[config.mk]
export PLATFORM = sky130hd
export DESIGN_NAME = buff_arbiter
export DESIGN_NICKNAME = d
export VERILOG_FILES = /design/src/rtl/buff_arb_pkg.sv /design/src/rtl/buff_arbiter_rr_picker.sv /design/src/rtl/buff_arbiter.sv
export SDC_FILE = /design/constraint.sdc
export NUM_CORES = 1
export LEC_CHECK = 0
export CAP_MARGIN = 10
export CORE_MARGIN = 8
export CORE_UTILIZATION = 51
export CTS_BUF_LIST = sky130_fd_sc_hd__clkbuf_4
export DETAILED_ROUTE_END_ITERATION = 6
export GPL_TIMING_DRIVEN = 1
export HOLD_SLACK_MARGIN = 0.08
export PLACE_DENSITY = 0.88
export SYNTH_ARGS = -nofsm -noshare
export SYNTH_HDL_FRONTEND = slang
export SYNTH_SLANG_ARGS = --single-unit
[constraint.sdc]
create_clock -name clock -period 3.5 [get_ports clock]
set_input_delay 0.7 -clock clock [delete_from_list [all_inputs] [get_ports clock]]
set_output_delay 0.7 -clock clock [all_outputs]
set_load 0.005 [all_outputs]
[src/rtl/buff_arb_pkg.sv]
// buff_arb_pkg: shared state encoding, byte type and default timing for buff_arbiter.
package buff_arb_pkg;
    typedef enum logic [2:0] {IDLE, WAIT_START, WRITE, GAP, DRAIN} state_t;
    typedef logic [7:0] byte_t;
    localparam int DEF_READ_GAP = 5;
    localparam int DEF_TIMEOUT = 64;
endpackage

[src/rtl/buff_arbiter_rr_picker.sv]
// rr_picker: picks the first set request at or above ptr, wrapping modulo NREQ.
module rr_picker #(
    parameter int NREQ = 4,
    parameter int PW = $clog2(NREQ)
) (
    input  logic [NREQ-1:0] req,
    input  logic [PW-1:0]   ptr,
    output logic [NREQ-1:0] pick,
    output logic [PW-1:0]   idx,
    output logic            valid
);
    int k;
    always_comb begin
        pick = '0;
        idx = '0;
        valid = 1'b0;
        k = 0;
        // scanning downward lets the requester nearest the pointer overwrite the others
        for (int i = NREQ - 1; i >= 0; i--) begin
            k = (int'(ptr) + i) % NREQ;
            if (req[PW'(k)]) begin
                pick = '0;
                pick[PW'(k)] = 1'b1;
                idx = PW'(k);
                valid = 1'b1;
            end
        end
    end
endmodule

[src/rtl/buff_arbiter.sv]
// buff_arbiter: round-robin owner of a shared block buffer (write frame, start_read, readback).
// Defining BUFF_ARB_TIMEOUT_EN bounds the readback wait to TIMEOUT cycles after start_read.
module buff_arbiter
    import buff_arb_pkg::*;
#(
    parameter int NREQ = 4,
    parameter int READ_GAP = DEF_READ_GAP,
    parameter int TIMEOUT = DEF_TIMEOUT
) (
    input  logic                    clock,
    input  logic                    reset,
    input  logic [NREQ-1:0]         req,
    input  logic [NREQ-1:0]         src_start,
    input  logic [NREQ-1:0]         src_stop,
    input  logic [NREQ*8-1:0]       src_data,
    output logic [NREQ-1:0]         gnt,
    output logic [$clog2(NREQ)-1:0] owner,
    output logic                    busy,
    output logic                    buf_start,
    output logic                    buf_stop,
    output byte_t                   buf_datain,
    output logic                    buf_start_read,
    input  logic                    buf_startoutput,
    input  logic                    buf_stopoutput,
    output logic                    proto_err
);
    localparam int PW = $clog2(NREQ);

    if (NREQ < 2 || NREQ > 8 || READ_GAP < 1 || READ_GAP > 15 || TIMEOUT < 1) begin : g_bad_param
        $error("buff_arbiter: parameter out of range");
    end

    state_t state, state_d;
    logic [PW-1:0] rr_ptr, pick_idx;
    logic [NREQ-1:0] pick;
    logic pick_valid, fwd, o_start, o_stop, err_w, done, seen_out;
    logic [3:0] gap_cnt;
    byte_t o_data;
`ifdef BUFF_ARB_TIMEOUT_EN
    localparam int TW = $clog2(TIMEOUT + 1);
    logic [TW-1:0] tcnt;
`endif

    rr_picker #(.NREQ(NREQ), .PW(PW)) u_pick (
        .req(req), .ptr(rr_ptr), .pick(pick), .idx(pick_idx), .valid(pick_valid)
    );

    assign o_start = src_start[owner];
    assign o_stop = src_stop[owner];
    assign o_data = src_data[{owner, 3'b000} +: 8];
    assign fwd = state == WAIT_START || state == WRITE;

    always_ff @(posedge clock or posedge reset) begin
        if (reset) state <= IDLE;
        else state <= state_d;
    end

    always_comb begin
        state_d = state;
        err_w = 1'b0;
        done = 1'b0;
        case (state)
            IDLE: state_d = pick_valid ? WAIT_START : IDLE;
            WAIT_START: state_d = o_start ? (o_stop ? GAP : WRITE) : WAIT_START;
            WRITE: begin
                err_w = o_start;
                state_d = o_stop ? GAP : WRITE;
            end
            GAP: state_d = gap_cnt == '0 ? DRAIN : GAP;
            DRAIN: begin
                if (buf_stopoutput) begin
                    done = 1'b1;
                    err_w = !(seen_out || buf_startoutput);
                end
`ifdef BUFF_ARB_TIMEOUT_EN
                if (!buf_stopoutput && tcnt == TW'(TIMEOUT - 1)) err_w = 1'b1;
                if (tcnt == TW'(TIMEOUT)) done = 1'b1;
`endif
                state_d = done ? IDLE : DRAIN;
            end
            default: state_d = IDLE;
        endcase
    end

    always_ff @(posedge clock or posedge reset) begin
        if (reset) begin
            gnt <= '0;
            owner <= '0;
            busy <= 1'b0;
            rr_ptr <= '0;
            buf_start <= 1'b0;
            buf_stop <= 1'b0;
            buf_datain <= '0;
            buf_start_read <= 1'b0;
            proto_err <= 1'b0;
            gap_cnt <= '0;
            seen_out <= 1'b0;
        end else begin
            buf_start <= fwd && o_start;
            buf_stop <= fwd && o_stop;
            buf_datain <= fwd ? o_data : '0;
            buf_start_read <= state == GAP && gap_cnt == '0;
            proto_err <= proto_err || err_w;
            seen_out <= state == DRAIN && (seen_out || buf_startoutput);
            // loaded one short so start_read lands READ_GAP cycles after buf_stop
            if (state_d == GAP && state != GAP) gap_cnt <= 4'(READ_GAP - 1);
            else if (state == GAP) gap_cnt <= gap_cnt - 4'd1;
            if (state == IDLE && pick_valid) begin
                gnt <= pick;
                owner <= pick_idx;
                busy <= 1'b1;
            end
            if (done) begin
                gnt <= '0;
                owner <= '0;
                busy <= 1'b0;
                rr_ptr <= owner == PW'(NREQ - 1) ? '0 : owner + PW'(1);
            end
        end
    end

`ifdef BUFF_ARB_TIMEOUT_EN
    always_ff @(posedge clock or posedge reset) begin
        if (reset) tcnt <= '0;
        else tcnt <= state == DRAIN ? tcnt + TW'(1) : '0;
    end
`endif
endmodule

==> results of run 1 <==
## layout make-up
class	count	share of cell area, %
Timing Repair Buffer	66	24.7
Inverter	9	1.26
Sequential cell	29	27.1
Clock inverter	2	0.374
Multi-Input combinational cell	141	42.7
Clock buffer	6	1.68
Tap cell	48	2.24
## placed cells by master (no fill, tap or decap), types with 2 or more instances in the layout
cell type and n:
clkdlybuf4s50_1 66, dfrtp_1 29, nor2b_1 13, nand2_1 12
o21ai_0 12, mux4_2 10, mux2i_1 10, nor2_1 9
ha_1 9, inv_1 7, a21oi_1 6, clkbuf_4 6
nand3_1 5, nor3_1 4, and3_1 4, nand2b_1 3
a221o_1 3, a211oi_1 3, nor3_2 2, nor4_2 2
o21ai_1 2, o22ai_1 2, inv_2 2, or3_1 2
nor2_2 2, a221oi_1 2, a32oi_1 2, o31ai_1 2
a31oi_1 2, a22oi_1 2, clkinv_2 2
## per-stage QoR
step	setup WS, ps	instance area [um2]	hold slack (ps)	util, %
2_1_floorplan	1460	1970	447	-
3_3_place_gp	774	2620	471	71.1
3_5_place_dp	670	2620	472	71.1
4_1_cts	951	2680	490	72.6
5_1_grt	862	2680	500	72.6
6_report	952	2680	488	72.6
## state kept, by name, indices dropped and copies added (netlist names), 2 cells and up
register	cells
buf_datain	8
gnt	4
rr_ptr	2
state	3
gap_cnt	4
owner	2
## worst min path at each step
stage	from	endpoint	slack, ps	cells past startpoint
floorplan	seen_out	seen_out	450	2
global placement	proto_err	proto_err	470	1
detailed placement	proto_err	proto_err	470	1
CTS	proto_err	proto_err	490	1
global route	proto_err	proto_err	500	1
finish	proto_err	proto_err	490	1
## power by group through the flow
stage,clock [mW],combinational (mW),sequential (mW)
after floorplan,0,0.762,0.524
after global placement,0,0.972,0.618
after detailed placement,0,1.01,0.623
after CTS,0.203,1.01,0.618
after global routing,0.222,1.12,0.641
final,0.200,1.01,0.618
## layer usage
layer | routed length (um) | part of all wire (%) | vias up
met5 | 0 | 0 | -
met4 | 61 | 1.2 | 0
met3 | 462 | 8.9 | 5
met2 | 2580 | 49 | 86
met1 | 2110 | 41 | 849
li1 | - | - | 842
## logic make-up after synthesis
group | count (synthesis) | share of synthesized area [%]
flops | 29 | 36.8
buf+inv | 20 | 5.15
mux | 21 | 17.1
compound gates | 46 | 16.0
fa+ha+maj | 9 | 5.72
simple gates | 65 | 19.2
==> metrics.log, run 1 <==
[metrics] FF+latch count, synth: 29
[metrics] clock skew: 14.5 ps
[metrics] number of synthesis warnings: 0
[metrics] family with the most delay on the worst path: simple AND/OR/NAND/NOR gates
[metrics] total of buffers placed on input and output ports: 66
[metrics] max-slew headroom at the worst pin: 30.1%
[metrics] via count of the first global-routing pass: 1830
[metrics] clock buffer depth: 2
[metrics] final period utilization: 72.8%
[metrics] pin count of the biggest net entering global routing: 30
[metrics] EDFF count, synth: 0
[metrics] slowest stage cell, crit path: nor4_1
[metrics] critical path required time: 3710 ps
[metrics] type of destination of the critical path: register
[metrics] combinational fraction of design power: 55.2%
[metrics] FMAX: 0.393 GHz
[metrics] total core area: 0.00369 mm2
[metrics] total track usage: 17.8%
[metrics] critical path buffer and inverter count: 1
[metrics] worst setup path startpoint: req[1]
[metrics] total wire length after detailed routing: 5.21 mm
[metrics] number of slew-limit violations in the final report: 0
[metrics] maximum level of the CTS H-tree: 2
[metrics] average wire per standard cell: 17.3 um
[metrics] maximum resistive drop on vdd: 0.394 mV
[metrics] Resized cells post-CTS: 0
[metrics] Setup TNS: 0 ps
[metrics] most common cell in the synthesized netlist: dfrtp_1
[metrics] initial detailed-routing violation count: 86
[metrics] starting density of the core: 53.4%
[metrics] sequential group share of total power: 33.9%
[metrics] number of cells after detailed placement: 293
[metrics] cell row count: 22
[metrics] endpoint of the worst setup timing path: gap_cnt[2]
[metrics] final-layout fill cell count: 280
[metrics] kind of path behind the tightest hold check: register to register
[metrics] Die H: 78.1 um
[metrics] top cells by instance count after synthesis: 29 x dfrtp_1, 13 x nor2b_1, 12 x nand2_1, 12 x o21ai_0
[metrics] CP Depth: 6
[metrics] power per unit of standard cell area: 681 mW/mm2
[metrics] weighted congestion at the end of routability-driven global placement: 0.939
[metrics] Yosys cell types: 48
[metrics] post-route insts no fill: 301
[metrics] Final ANT Viol Nets: 0
[metrics] net switching power: 0.740 mW
[metrics] met1 Resource Use GR: 21.3%
[metrics] data arrival time of the critical path: 2760 ps
[metrics] cell count after synthesis: 190
[metrics] nets in the synthesized netlist: 247
[metrics] prevailing post-synth register cell: dfrtp_1
[metrics] post-detailed-route DRC marker count: 0
[metrics] most used routing layer in global routing: met2
[metrics] Hold Buf Count CTS: 0
[metrics] logic depth of the worst register-to-register path: 7
[metrics] clk slew on worst S/H paths: 90 ps
[metrics] area occupied by multi-input gates: 0.00114 mm2
[metrics] async set-reset flop share out of synthesis: 100%
[metrics] total overflow reported by the global router: 0
[metrics] met3 Track Usage GR: 6.49%
[metrics] drt pass-1 iters: 4
[metrics] detailed-route vias per instance: 5.92
[metrics] portion of synthesized cell area occupied by the leading cell type: 36.8%
[metrics] critical path startpoint category: primary input
[metrics] TritonCTS buffer count: 5
[metrics] internal power summed over all cells: 1.08 mW
[metrics] die outline area: 0.00611 mm2
[metrics] Critical R2R Launch: rr_ptr[0]
[metrics] synth top area cells: dfrtp_1 37%, mux4_2 11%, ha_1 5.7%, mux2i_1 5.1%, nor2b_1 4.1%
[metrics] Skew-Pair Late Insertion Delay: 330 ps
[metrics] leakage power figure: 1.12 nW
[metrics] Hold Fails Final Rpt: 0
[metrics] HPWL after DPL: 4.14 mm
[metrics] path type of the worst setup path: primary input to register
[metrics] number of antenna cells inserted: 0
[metrics] Finish-stage setup viols: 0
[metrics] wire length of the first global-routing pass: 8.78 mm
[metrics] crit-path max cell delay: 670 ps
[metrics] cell-by-cell trace of the critical path: clkdlybuf4s50_1, nor4_1, nor3_1, nor4_2, nor3_2, nand3b_1
[metrics] clock sinks: 29
[metrics] Post-CTS Setup Bufs: 0
[metrics] status: finished, final reports clean
[metrics] Max Fanout on Critical Path: 11
[metrics] final total power: 1.82 mW
[metrics] switching part of the total: 40.6%
[metrics] Max Cap Viol: 0
[metrics] RR Endpoint: owner[1]
[metrics] Post-Syn Area per Cell: 10.4 um2
[metrics] final critical-path required period: 2550 ps
[metrics] root buf cell: clkbuf_4
[metrics] clock share of power: 11.0%
[metrics] count of boundary I/O pins: 67
[metrics] register area: 726 um2
[metrics] met2 track demand over resource in global routing: 28.9%
[metrics] NumNets Final: 309
[metrics] part of the Yosys area used for sequential elements: 36.8%
[metrics] setup slack of the worst register-to-register path: 1040 ps
[metrics] relative area change from synthesis to final layout: 36.0%
[metrics] Horiz. Die Dim: 78.1 um
[metrics] share of final-layout standard cells stronger than drive strength 1: 11.9%
[metrics] Vias: 1782
[metrics] library cell with the largest summed area after synthesis: dfrtp_1
[metrics] antenna violations before repair: 0
[metrics] slew at the pin closest to its max-slew limit: 1050 ps
[metrics] TritonCTS clock tree: built
[metrics] area of the mapped netlist: 0.00197 mm2
[metrics] unrepaired setup endpoints after global routing: no
Power figures use the tool's default switching activity.
==> inputs of run 2 (changes only) <==
--- a/config.mk
+++ b/config.mk
@@ -7,12 +7,12 @@
 export LEC_CHECK = 0
 export CAP_MARGIN = 10
 export CORE_MARGIN = 8
-export CORE_UTILIZATION = 51
+export CORE_UTILIZATION = 47
 export CTS_BUF_LIST = sky130_fd_sc_hd__clkbuf_4
 export DETAILED_ROUTE_END_ITERATION = 6
 export GPL_TIMING_DRIVEN = 1
 export HOLD_SLACK_MARGIN = 0.08
-export PLACE_DENSITY = 0.88
+export PLACE_DENSITY = 0.82
 export SYNTH_ARGS = -nofsm -noshare
 export SYNTH_HDL_FRONTEND = slang
 export SYNTH_SLANG_ARGS = --single-unit
==> constraint.sdc (replaced) <==
create_clock -name clock -period 2.5 [get_ports clock]
set_input_delay 0.5 -clock clock [delete_from_list [all_inputs] [get_ports clock]]
set_output_delay 0.5 -clock clock [all_outputs]
set_load 0.005 [all_outputs]
==> run 2 against run 1 <==
Via count rose by 1.2%; register-to-register slack got worse by 540 ps; final cell count rose by 4.7%; combinational power rose by 55%; sequential power rose by 29%; design area rose by 3.5%; routed wire length rose by 3.7%; die area rose by 6.7%; critical endpoint unchanged; power rose by 44%.
==> metrics.log, run 2 (synthesized netlist as in run 1, its figures left out) <==
[metrics] count of boundary I/O pins: 67 (unchanged)
[metrics] starting density of the core: 48.9% (-4.5 points)
[metrics] critical path required time: 2700 ps (-1010 ps)
[metrics] root buf cell: clkbuf_4
[metrics] Skew-Pair Late Insertion Delay: 330 ps (about the same)
[metrics] Vias: 1804 (+1.2%)
[metrics] family with the most delay on the worst path: simple AND/OR/NAND/NOR gates
[metrics] clk slew on worst S/H paths: 80 ps (about the same)
[metrics] drt pass-1 iters: 4 (unchanged)
[metrics] maximum resistive drop on vdd: 0.464 mV (+18%)
[metrics] kind of path behind the tightest hold check: register to register
[metrics] antenna violations before repair: 0 (unchanged)
[metrics] total track usage: 17.1% (-0.63 points)
[metrics] clock sinks: 29 (unchanged)
[metrics] Max Fanout on Critical Path: 4 (-7)
[metrics] status: finished, final reports clean
[metrics] most common cell after layout, fill and taps aside: clkdlybuf4s50_1
[metrics] NumNets Final: 322 (+4.2%)
[metrics] destination of the worst hold path: proto_err
[metrics] clock share of power: 10.1% (-0.9 points)
[metrics] TritonCTS buffer count: 5 (unchanged)
[metrics] CP Depth: 6 (unchanged)
[metrics] Post-CTS Setup Bufs: 0 (unchanged)
[metrics] startpoint of the lowest-slack hold path: proto_err
[metrics] cell-by-cell trace of the critical path: clkdlybuf4s50_1, nor4_1, nor3_1, nor4_2, nor3_2, nand3b_1
[metrics] weighted congestion at the end of routability-driven global placement: 0.901 (-4.0%)
[metrics] register with the most flip-flops: buf_datain
[metrics] via count of the first global-routing pass: 1874 (+2.4%)
[metrics] worst hold path cell count: 1 (unchanged)
[metrics] Setup TNS: 0 ps (unchanged)
[metrics] data arrival time of the critical path: 2420 ps (-340 ps)
[metrics] detailed-route vias per instance: 5.73 (-3.3%)
[metrics] number of antenna cells inserted: 0 (unchanged)
[metrics] Finish-stage setup viols: 0 (unchanged)
[metrics] die outline area: 0.00652 mm2 (+6.7%)
[metrics] cell row count: 23 (+4.5%)
[metrics] slowest stage cell, crit path: nor4_1
[metrics] post-detailed-route DRC marker count: 0 (unchanged)
[metrics] combinational fraction of design power: 59.5% (+4.3 points)
[metrics] Hold Buf Count CTS: 0 (unchanged)
[metrics] Final ANT Viol Nets: 0 (unchanged)
[metrics] total wire length after detailed routing: 5.40 mm (+3.7%)
[metrics] slew at the pin closest to its max-slew limit: 742 ps (-306 ps)
[metrics] clock buffer depth: 2 (unchanged)
[metrics] Largest register FFs: 8 (unchanged)
[metrics] RR Endpoint: gap_cnt[2]
[metrics] Die H: 80.7 um (+3.3%)
[metrics] share of final-layout standard cells stronger than drive strength 1: 15.5% (+3.6 points)
[metrics] Worst Hold Slack: 486 ps (-2.23 ps)
[metrics] logic depth of the worst register-to-register path: 5 (-2)
[metrics] crit-path max cell delay: 650 ps (-20 ps)
[metrics] final total power: 2.63 mW (+44%)
[metrics] switching part of the total: 40.1% (-0.47 points)
[metrics] final critical-path required period: 2220 ps
[metrics] Resized cells post-CTS: 0 (unchanged)
[metrics] HPWL after DPL: 4.31 mm (+4.1%)
[metrics] type of destination of the critical path: register
[metrics] Max Cap Viol: 0 (unchanged)
[metrics] Horiz. Die Dim: 80.7 um (+3.3%)
[metrics] pin count of the biggest net entering global routing: 30 (unchanged)
[metrics] power per unit of standard cell area: 950 mW/mm2 (+39%)
[metrics] largest registers: buf_datain: 8 flops, gap_cnt: 4 flops, gnt: 4 flops
[metrics] final period utilization: 88.9%
[metrics] clock skew: 19.4 ps (+4.86 ps)
[metrics] sequential group share of total power: 30.4% (-3.5 points)
[metrics] number of slew-limit violations in the final report: 0 (unchanged)
[metrics] total of buffers placed on input and output ports: 66 (unchanged)
[metrics] number of cells after detailed placement: 308 (+5.1%)
[metrics] initial detailed-routing violation count: 231 (+170%)
[metrics] critical path buffer and inverter count: 1 (unchanged)
[metrics] average wire per standard cell: 17.2 um (-0.91%)
[metrics] Hold Fails Final Rpt: 0 (unchanged)
[metrics] Critical R2R Launch: owner[0]
[metrics] critical path startpoint category: primary input
[metrics] post-route insts no fill: 315 (+4.7%)
[metrics] internal power summed over all cells: 1.58 mW (+45%)
[metrics] maximum level of the CTS H-tree: 2 (unchanged)
[metrics] highest-count cells in the layout ignoring fill and taps: 66 x clkdlybuf4s50_1, 29 x dfrtp_1, 13 x nor2b_1, 13 x buf_4
[metrics] setup slack of the worst register-to-register path: 500 ps (-540 ps)
[metrics] max-slew headroom at the worst pin: 50.1% (+20 points)
[metrics] FMAX: 0.450 GHz
[metrics] net switching power: 1.06 mW (+43%)
[metrics] leakage power figure: 1.17 nW (+5.1%)
[metrics] relative area change from synthesis to final layout: 40.7%
[metrics] total overflow reported by the global router: 0 (unchanged)
[metrics] total core area: 0.00403 mm2 (+9.2%)
[metrics] unrepaired setup endpoints after global routing: no
[metrics] path type of the worst setup path: primary input to register
[metrics] wire length of the first global-routing pass: 8.83 mm (+0.64%)
[metrics] TritonCTS clock tree: built
-- run 2: cell count changes in the layout (fill, tap and decap cells not counted) --
cell / change
clkinv_1: +1
buf_4: +13
clkinv_2: -2
-- run 2: area by class of cell --
type                            instances  area [um2]
Fill cell                             305        1260
Multi-Input combinational cell        141        1140
Timing Repair Buffer                   79         758
Sequential cell                        29         726
Tap cell                               50        62.6
Clock buffer                            6        45.0
Inverter                                9        33.8
Clock inverter                          1        3.75
-- run 2: stage by stage --
step           setup slack [ps]  instance area, um2  utilization, %
3_5_place_dp               5.41                2720            67.6
6_report                    278                2770            68.8
3_3_place_gp               71.8                2720            67.6
5_1_grt                     164                2770            68.8
2_1_floorplan               455                1970               -
4_1_cts                     302                2770            68.8
-- run 2: routing by layer --
layer	vias to the layer above	global-route usage, %	share of wire (%)
li1	863	-	-
met1	865	21.6	41
met2	66	26.7	49
met3	10	6.40	8.1
met4	0	5.36	1.6
met5	-	0	0
-- run 2: worst max-delay path by stage --
stage                         start          to  slack [ps]
after floorplan           rr_ptr[0]    owner[0]         460
final                        req[3]  gap_cnt[2]         280
after detailed placement     req[3]  gap_cnt[2]           5
after global placement       req[0]  gap_cnt[2]          70
after global routing         req[3]  gap_cnt[2]         160
after CTS                  owner[0]    owner[0]         300
-- run 2: power groups by stage --
stage / Clock [mW] / Combinational [mW] / Sequential (mW)
floorplan: 0 / 1.07 / 0.734
global placement: 0 / 1.51 / 0.804
detailed placement: 0 / 1.56 / 0.811
CTS: 0.274 / 1.56 / 0.804
global route: 0.290 / 1.72 / 0.828
finish: 0.267 / 1.57 / 0.800
==> inputs of run 3 (changes only) <==
--- a/config.mk
+++ b/config.mk
@@ -6,6 +6,7 @@
 export NUM_CORES = 1
 export LEC_CHECK = 0
 export CAP_MARGIN = 10
+export CORE_ASPECT_RATIO = 0.75
 export CORE_MARGIN = 8
 export CORE_UTILIZATION = 47
 export CTS_BUF_LIST = sky130_fd_sc_hd__clkbuf_4
@@ -13,6 +14,7 @@
 export GPL_TIMING_DRIVEN = 1
 export HOLD_SLACK_MARGIN = 0.08
 export PLACE_DENSITY = 0.82
+export SKIP_CTS_REPAIR_TIMING = 1
 export SYNTH_ARGS = -nofsm -noshare
 export SYNTH_HDL_FRONTEND = slang
 export SYNTH_SLANG_ARGS = --single-unit
==> run 3 against run 2 <==
Critical endpoint is now owner[0]; via count up 1.1%; clock power fell by 3%; critical path type is now register to output pin; register-to-register slack got worse by 40 ps; routed wire length about the same; first-iteration DRC count fell by 32%; utilization increased by 0.19 points; flip-flop and latch count stayed put; count of clock-buffer cells in the layout fell by 1; critical path depth fell by 4.
==> metrics.log, run 3 (synthesized netlist as in run 1, its figures left out) <==
[metrics] cell row count: 20 (-13%)
[metrics] Largest register FFs: 8 (unchanged)
[metrics] clock skew: 11.6 ps (-7.77 ps)
[metrics] via count of the first global-routing pass: 1873 (-0.053%)
[metrics] critical path startpoint category: register
[metrics] clock sinks: 29 (unchanged)
[metrics] post-detailed-route DRC marker count: 0 (unchanged)
[metrics] Critical R2R Launch: owner[0]
[metrics] Vias: 1824 (+1.1%)
[metrics] detailed-route vias per instance: 5.68 (-0.78%)
[metrics] most common cell after layout, fill and taps aside: clkdlybuf4s50_1
[metrics] clk slew on worst S/H paths: 80 ps (about the same)
[metrics] relative area change from synthesis to final layout: 41.1%
[metrics] pin count of the biggest net entering global routing: 30 (unchanged)
[metrics] final critical-path required period: 2190 ps (-34.6 ps)
[metrics] count of boundary I/O pins: 67 (unchanged)
[metrics] Worst Hold Slack: 495 ps (+9.05 ps)
[metrics] Horiz. Die Dim: 90.7 um (+12%)
[metrics] cell area after layout: 0.00278 mm2 (+0.27%)
[metrics] maximum resistive drop on vdd: 0.499 mV (+7.5%)
[metrics] Die H: 72.1 um (-11%)
[metrics] register with the most flip-flops: buf_datain
[metrics] Skew-Pair Late Insertion Delay: 320 ps (about the same)
[metrics] HPWL after DPL: 4.37 mm (+1.5%)
[metrics] Max Cap Viol: 0 (unchanged)
[metrics] worst hold path cell count: 1 (unchanged)
[metrics] TritonCTS buffer count: 5 (unchanged)
[metrics] critical path required time: 2000 ps (-700 ps)
[metrics] max-slew headroom at the worst pin: 57.7% (+7.6 points)
[metrics] startpoint of the lowest-slack hold path: proto_err
[metrics] Hold Fails Final Rpt: 0 (unchanged)
[metrics] number of cells after detailed placement: 313 (+1.6%)
[metrics] Max Fanout on Critical Path: 8 (+4)
[metrics] placed instance area: 0.00273 mm2 (+0.23%)
[metrics] initial detailed-routing violation count: 156 (-32%)
[metrics] destination of the worst hold path: proto_err
[metrics] number of slew-limit violations in the final report: 0 (unchanged)
[metrics] total wire length after detailed routing: 5.40 mm (about the same)
[metrics] root buf cell: clkbuf_4
[metrics] clock buffer depth: 2 (unchanged)
[metrics] starting density of the core: 48.9% (unchanged)
[metrics] total overflow reported by the global router: 0 (unchanged)
[metrics] logic depth of the worst register-to-register path: 5 (unchanged)
[metrics] worst setup slack after layout: 313 ps (+34.6 ps)
[metrics] final period utilization: 87.5% (-1.4 points)
[metrics] final total power: 2.63 mW (about the same)
[metrics] average wire per standard cell: 16.8 um (-1.9%)
[metrics] leakage power figure: 1.17 nW (about the same)
[metrics] post-route insts no fill: 321 (+1.9%)
[metrics] power per unit of standard cell area: 947 mW/mm2 (-0.23%)
[metrics] Setup TNS: 0 ps (unchanged)
[metrics] highest-count cells in the layout ignoring fill and taps: 66 x clkdlybuf4s50_1, 29 x dfrtp_1, 13 x nor2b_1, 13 x buf_4
[metrics] drt pass-1 iters: 4 (unchanged)
[metrics] total track usage: 16.8% (-0.28 points)
[metrics] wire length of the first global-routing pass: 8.96 mm (+1.4%)
[metrics] antenna violations before repair: 0 (unchanged)
[metrics] Finish-stage setup viols: 0 (unchanged)
[metrics] data arrival time of the critical path: 1690 ps (-730 ps)
[metrics] kind of path behind the tightest hold check: register to register
[metrics] slew at the pin closest to its max-slew limit: 630 ps (-112 ps)
[metrics] largest registers: buf_datain: 8 flops, gap_cnt: 4 flops, gnt: 4 flops
[metrics] total of buffers placed on input and output ports: 66 (unchanged)
[metrics] unrepaired setup endpoints after global routing: no
[metrics] NumNets Final: 322 (unchanged)
[metrics] path type of the worst setup path: register to output pin
[metrics] status: finished, final reports clean
[metrics] FMAX: 0.457 GHz (+1.6%)
[metrics] total core area: 0.00403 mm2 (unchanged)
[metrics] share of final-layout standard cells stronger than drive strength 1: 15.4% (-0.058 points)
[metrics] weighted congestion at the end of routability-driven global placement: 0.867 (-3.8%)
[metrics] setup slack of the worst register-to-register path: 460 ps (-40 ps)
[metrics] core utilization of the finished layout: 69.0% (+0.19 points)
[metrics] die outline area: 0.00654 mm2 (+0.33%)
[metrics] RR Endpoint: gap_cnt[1]
[metrics] maximum level of the CTS H-tree: 2 (unchanged)
[metrics] number of antenna cells inserted: 0 (unchanged)
[metrics] worst setup timing slack at the placement stage: 115 ps (+110 ps)
[metrics] Final ANT Viol Nets: 0 (unchanged)
[metrics] type of destination of the critical path: output pin
[metrics] TritonCTS clock tree: built
[run 3: worst max-delay path by stage]
stage,start,end,slack (ps),cells past startpoint
finish,owner[0],owner[0],310,2
floorplan,rr_ptr[0],owner[0],460,8
detailed placement,req[2],gap_cnt[3],110,6
global route,owner[0],owner[0],190,2
global placement,req[1],gap_cnt[2],180,6
CTS,owner[0],owner[0],270,2
[run 3: area by class of cell]
class / count / area, um2
inverter: 9 / 33.8
timing repair buffer: 79 / 758
clock inverter: 3 / 12.5
fill: 314 / 1250
tap: 55 / 68.8
clock buffer: 5 / 37.5
sequential: 29 / 726
multi-input combinational: 141 / 1140
[run 3: critical path, stage by stage (launching register included)]
cell and delay [ps]:
dfrtp_1 580, buf_4 260, clkdlybuf4s50_1 530
[run 3: per-layer routing]
layer	up-vias	wire, um	GRT usage, %
met4	0	44	4.41
met1	873	2320	21.5
met3	5	515	5.88
li1	867	-	-
met2	79	2520	26.5
met5	-	0	0
[run 3: power by group]
group	total, mW	switching, mW	internal [mW]
Combinational	1.57	0.732	0.838
Clock	0.258	0.156	0.101
Sequential	0.805	0.170	0.635
Total	2.63	1.06	1.57
